$ cat src/rtl/alu_pkg.sv
`default_nettype none
// ============================================================================
// Module      : alu_pkg
// Description : Shared definitions for the accumulator controller and ALU:
//               opcode constants, the ALU select value used when no
//               operation is being issued, and the controller state type.
// Revision    : 1.0  initial release
// ============================================================================
package alu_pkg;

    // Instruction opcodes (4-bit instruction field)
    localparam logic [3:0] c_OP_CLR  = 4'd0;
    localparam logic [3:0] c_OP_PASS = 4'd1;
    localparam logic [3:0] c_OP_ADD  = 4'd2;
    localparam logic [3:0] c_OP_SUB  = 4'd3;
    localparam logic [3:0] c_OP_MUL  = 4'd4;
    localparam logic [3:0] c_OP_INC  = 4'd5;
    localparam logic [3:0] c_OP_NOP  = 4'd6;

    // ALU select value presented whenever no operation is being issued
    localparam logic [2:0] c_ALU_SEL_IDLE = 3'd7;

    typedef enum logic [1:0] {
        ST_IDLE = 2'd0,
        ST_EXEC = 2'd1,
        ST_DONE = 2'd2
    } state_t;

endpackage : alu_pkg
`default_nettype wire

$ cat src/rtl/alu_op_decode.sv
`default_nettype none
// ============================================================================
// Module      : alu_op_decode
// Description : Opcode decoder. Maps a 4-bit opcode to the ALU select,
//               a legality flag and an accumulator write enable.
//               Optional feature macro: ALU_CTRL_MUL_EN (opcode 4 = multiply
//               is legal only when defined).
// Ports       : i_opcode     - opcode to decode
//               o_alu_sel    - ALU operation select (idle value if none)
//               o_legal      - opcode is a legal instruction
//               o_writes_ac  - instruction writes the accumulator
// Revision    : 1.0  initial release
// ============================================================================
module alu_op_decode
    import alu_pkg::*;
(
    input  logic [3:0] i_opcode,
    output logic [2:0] o_alu_sel,
    output logic       o_legal,
    output logic       o_writes_ac
);

    always_comb begin
        o_alu_sel   = c_ALU_SEL_IDLE;
        o_legal     = 1'b0;
        o_writes_ac = 1'b0;
        case (i_opcode)
            c_OP_CLR, c_OP_PASS, c_OP_ADD, c_OP_SUB, c_OP_INC: begin
                // ALU select encoding matches the opcode for these ops
                o_alu_sel   = i_opcode[2:0];
                o_legal     = 1'b1;
                o_writes_ac = 1'b1;
            end
`ifdef ALU_CTRL_MUL_EN
            c_OP_MUL: begin
                o_alu_sel   = 3'd4;
                o_legal     = 1'b1;
                o_writes_ac = 1'b1;
            end
`endif
            c_OP_NOP: begin
                // Legal, but the ALU is left on its idle select
                o_legal     = 1'b1;
            end
            default: begin
                // Illegal opcode (includes multiply when not built in)
                o_legal     = 1'b0;
            end
        endcase
    end

endmodule : alu_op_decode
`default_nettype wire

$ cat src/rtl/alu_ctrl_fsm.sv
`default_nettype none
// ============================================================================
// Module      : alu_ctrl_fsm
// Description : Accumulator controller driving an external combinational ALU.
//               Accepts one instruction per valid/ready handshake, issues it
//               to the ALU for exactly one cycle, loads the accumulator and
//               pulses done (and err for an illegal opcode).
//               Optional feature macro: ALU_CTRL_MUL_EN (enables multiply).
// Ports       : clk, rst        - clock, asynchronous active-high reset
//               instr_valid/ready, instr_op, instr_operand - instruction in
//               alu_a, alu_b, alu_sel, alu_result - ALU interface
//               ac_out          - accumulator value
//               done, err       - completion / illegal-opcode pulses
// Revision    : 1.0  initial release
// ============================================================================
module alu_ctrl_fsm
    import alu_pkg::*;
#(
    parameter int WIDTH = 12
) (
    input  logic             clk,
    input  logic             rst,
    input  logic             instr_valid,
    output logic             instr_ready,
    input  logic [3:0]       instr_op,
    input  logic [WIDTH-1:0] instr_operand,
    output logic [WIDTH-1:0] alu_a,
    output logic [WIDTH-1:0] alu_b,
    output logic [2:0]       alu_sel,
    input  logic [WIDTH-1:0] alu_result,
    output logic [WIDTH-1:0] ac_out,
    output logic             done,
    output logic             err
);

    state_t           r_state;
    logic [WIDTH-1:0] r_ac;
    logic [3:0]       r_op;
    logic [WIDTH-1:0] r_operand;
    logic             r_ready;
    logic             r_done;
    logic             r_err;

    logic [2:0]       w_dec_sel;
    logic             w_dec_legal;
    logic             w_dec_writes_ac;
    logic             w_handshake;

    // Decode works on the latched opcode, so it is stable through EXEC
    alu_op_decode u_decode (
        .i_opcode    (r_op),
        .o_alu_sel   (w_dec_sel),
        .o_legal     (w_dec_legal),
        .o_writes_ac (w_dec_writes_ac)
    );

    // r_ready is only high in IDLE/DONE, so inputs are never sampled in EXEC
    assign w_handshake = instr_valid && r_ready;

    always_ff @(posedge clk or posedge rst) begin
        if (rst) begin
            r_state   <= ST_IDLE;
            r_ac      <= '0;
            r_op      <= '0;
            r_operand <= '0;
            r_ready   <= 1'b1;
            r_done    <= 1'b0;
            r_err     <= 1'b0;
        end else begin
            case (r_state)
                ST_IDLE, ST_DONE: begin
                    r_done <= 1'b0;
                    r_err  <= 1'b0;
                    if (w_handshake) begin
                        r_op      <= instr_op;
                        r_operand <= instr_operand;
                        r_ready   <= 1'b0;
                        r_state   <= ST_EXEC;
                    end else begin
                        r_ready   <= 1'b1;
                        r_state   <= ST_IDLE;
                    end
                end
                ST_EXEC: begin
                    if (w_dec_writes_ac) begin
                        r_ac <= alu_result;
                    end
                    r_done  <= 1'b1;
                    r_err   <= ~w_dec_legal;
                    r_ready <= 1'b1;
                    r_state <= ST_DONE;
                end
                default: begin
                    r_ready <= 1'b1;
                    r_done  <= 1'b0;
                    r_err   <= 1'b0;
                    r_state <= ST_IDLE;
                end
            endcase
        end
    end

    assign instr_ready = r_ready;
    assign done        = r_done;
    assign err         = r_err;
    assign ac_out      = r_ac;
    assign alu_a       = r_ac;
    assign alu_b       = r_operand;
    assign alu_sel     = (r_state == ST_EXEC) ? w_dec_sel : c_ALU_SEL_IDLE;

endmodule : alu_ctrl_fsm
`default_nettype wire
$ cat config.mk
export PLATFORM = sky130hd
export DESIGN_NAME = alu_ctrl_fsm
export DESIGN_NICKNAME = d
export VERILOG_FILES = /design/src/rtl/alu_pkg.sv /design/src/rtl/alu_op_decode.sv /design/src/rtl/alu_ctrl_fsm.sv
export SDC_FILE = /design/constraint.sdc
export NUM_CORES = 1
export LEC_CHECK = 0
export ABC_AREA = 1
export ABC_CLOCK_PERIOD_IN_PS = 1200
export CAP_MARGIN = 20
export CORE_MARGIN = 2
export CORE_UTILIZATION = 39
export DETAILED_ROUTE_END_ITERATION = 16
export MAX_ROUTING_LAYER = met4
export PLACE_DENSITY = 0.85
export SETUP_SLACK_MARGIN = 0.02
export SKIP_LAST_GASP = 1
export SYNTH_ARGS = -nofsm -noshare
export SYNTH_HDL_FRONTEND = slang
export SYNTH_SLANG_ARGS = --single-unit
$ cat constraint.sdc
create_clock -name clk -period 1.2 [get_ports clk]
set_input_delay 0.12 -clock clk [delete_from_list [all_inputs] [get_ports clk]]
set_output_delay 0.12 -clock clk [all_outputs]
set_load 0.01 [all_outputs]
==> flow_metrics.env <==
export IMPL_cts_htree_levels=2
export IMPL_dp_hpwl_mm=2.32
export IMPL_cts_tree="built"
export IMPL_drt_iter0_drc=52
export IMPL_setup_violations=3
export IMPL_antenna_cells=0
export IMPL_fp_dieW_um=64.1
export IMPL_yosysUniqueCellTypes=17
export IMPL_insertion_delay_ns=0.33
export IMPL_yosys_warnings=0
export IMPL_start_kind="flop"
export IMPL_fin_cells=281
export IMPL_placedCellCount=265
export IMPL_setup_slack_ns=-0.136
export IMPL_peakVddDrop_mv=0.868
export IMPL_hp_class="in -> async"
export IMPL_fp_dieH_um=64.1
export IMPL_io_buffers=72
export IMPL_fin_skew_ns=0.00399
export IMPL_routed_via_density=4.49
export IMPL_post_route_min_period_ns=1.34
export IMPL_critPathCaptureType="output pin"
export IMPL_arrival_ns=1.22
export IMPL_cts_sinks=32
export IMPL_drive_gt1_share_pct=20.0
export IMPL_initial_utilization_pct=41.2
export IMPL_fmax_mhz=749
export IMPL_clk_pin_slew_ns=0.09
export IMPL_critPathRequiredTime_ns=1.08
export IMPL_crit_type="reg -> out"
export IMPL_die_area_um2=4110
export IMPL_status="finished, violations left"
export IMPL_ctsRootBufferMaster="clkbuf_4"
export IMPL_grt_usage_pct=18.7
export IMPL_failed_checks="setup timing"
export IMPL_synth_cells=152
export IMPL_drcViolationCount=0
export IMPL_cts_buffers=5
export IMPL_max_cap_violations=0
export IMPL_gp_congestion=0.738
export IMPL_syn_area_um2=1410
export IMPL_placementRows=21
export IMPL_drt_pass1_iter_count=4
export IMPL_critPathMaxFanout=3
export IMPL_area_growth_pct=60.1
export IMPL_post_drt_wl_per_cell_um=11.4
export IMPL_finalCritPeriodShare_pct=111
export IMPL_grt_pass1_vias=1245
export IMPL_seq_area_frac_synth_pct=56.9
export IMPL_power_leakage_nw=1.18
export IMPL_coreArea_um2=3420
export IMPL_max_slew_worst_pin_slew_ns=0.242
export IMPL_maxSlewViolCount=0
export IMPL_io_pins=73
export IMPL_grt_pass1_wl_mm=5.71
export IMPL_ys_ff_latch=32
export IMPL_nNetsFinal=265
export IMPL_dp_slack_ns=-0.172
export IMPL_routed_wl_mm=3.19
export IMPL_grt_max_degree=21
export IMPL_cellPowerDensity_nw_per_um2=1830
export IMPL_syn_area_per_cell_um2=9.27
export IMPL_relSlewSlack_pct=83.9
export IMPL_vias=1261
export IMPL_antenna_left=0
export IMPL_rsz0062_at_grt="yes"
export IMPL_cts_max_path_buffers=2
export IMPL_syn_nets=183
export IMPL_cts_hold_buf=0
export IMPL_finalHoldViolations=0
export IMPL_grt_overflow_total=0
export IMPL_antenna_found_initial=0
-- critical path: stages, from the launching register on --
cell and delay (ns):
dfrtp_2 0.45, nor2_8 0.12, nand3_4 0.09, inv_2 0.06
nand2_1 0.04, buf_2 0.13
-- state kept, by name, indices dropped and copies added, names as in the netlist --
name	cells
err	1
alu_b	12
r_state	1
done	1
r_op	4
instr_ready	1
ac_out	12
-- layout make-up --
cell class / instances / area [µm²]
Fill cell: 305 / 1160
Sequential cell: 32 / 803
Clock buffer: 8 / 68.8
Timing Repair Buffer: 94 / 846
Multi-Input combinational cell: 94 / 449
Inverter: 7 / 31.3
Tap cell: 46 / 57.6
-- synth_stat cells --
| master | n | area share (%) |
|---|---|---|
| nand3_1 | 1 | 0.35 |
| buf_2 | 1 | 0.35 |
| dfstp_2 | 1 | 1.9 |
| inv_1 | 4 | 1.1 |
| inv_2 | 3 | 0.80 |
| o21ai_1 | 1 | 0.35 |
| buf_6 | 1 | 0.80 |
| a21oi_1 | 1 | 0.35 |
| nand3_4 | 2 | 2.5 |
| nand2_2 | 1 | 0.44 |
| dfrtp_1 | 31 | 55 |
| nand4_1 | 12 | 5.3 |
| nor2_1 | 2 | 0.53 |
| nand2_1 | 70 | 19 |
| nor2_8 | 1 | 1.4 |
| buf_4 | 17 | 9.1 |
| o21ai_0 | 3 | 1.1 |
-- final timing paths --
| check | from | end | slack [ns] | cells past startpoint |
|---|---|---|---|---|
| min in group clk | instr_operand[11] | alu_b[11]$_DFFE_PP0P_ | 0.31 | 3 |
| worst max-delay path | done$_DFF_PP0_ | alu_sel[1] | -0.14 | 5 |
| max in group asynchronous | rst | done$_DFF_PP0_ | 0.86 | 3 |
| worst min register to register | alu_b[3]$_DFFE_PP0P_ | alu_b[3]$_DFFE_PP0P_ | 0.48 | 2 |
| worst max register to register | instr_ready$_DFF_PP1_ | alu_b[7]$_DFFE_PP0P_ | 0.09 | 5 |
| worst min-delay path | rst | alu_b[3]$_DFFE_PP0P_ | 0.09 | 3 |
-- placed cells by master, fill, tap and decap left out, drive strengths merged --
cell / count
inv: 7
clkbuf: 9
a21oi: 1
nand4: 12
dfrtp: 31
dlygate4sd2: 23
o21ai: 4
clkdlybuf4s15: 14
buf: 26
dfstp: 1
nor2: 3
clkdlybuf4s50: 30
nand2: 71
nand3: 3
-- per-stage QoR --
stage	instance area (µm²)	power, mW	util, %	hold slack (ns)	setup TNS [ns]
final	2260	4.12	66.0	0.0915	-0.349
after global routing	2260	4.44	66.0	0.134	-0.638
after CTS	2180	3.97	64.0	0.0739	-0.414
after detailed placement	2150	3.59	62.9	0.457	-0.627
after global placement	2150	3.54	62.9	0.453	-0.426
after floorplan	1410	2.61	-	0.230	0
-- report_power, final --
| part | switching (mW) | internal [mW] | total, mW |
|---|---|---|---|
| registers | 0.206 | 1.40 | 1.61 |
| logic | 0.841 | 0.982 | 1.82 |
| clock network | 0.348 | 0.344 | 0.693 |
| total | 1.40 | 2.73 | 4.12 |
-- logic make-up after synthesis --
family,after synthesis,synth area share (%)
DFF,32,56.9
and+or+nand+nor,89,29.2
buffers and inverters,26,12.1
AOI/OAI and AO/OA,5,1.78
-- layer usage --
layer	global-route usage, %	part of all wire (%)	up-vias
li1	-	-	630
met1	22.5	41	569
met2	29.8	50	55
met3	4.23	6.8	7
met4	8.78	2.4	0
met5	-	0	-
-- timing repair --
item,in CTS,in global routing
setup endpoints to repair,50,35
resized for setup,64,17
pin swaps,1,0
buffers inserted,1,8
(Power assumes the default switching activity.)
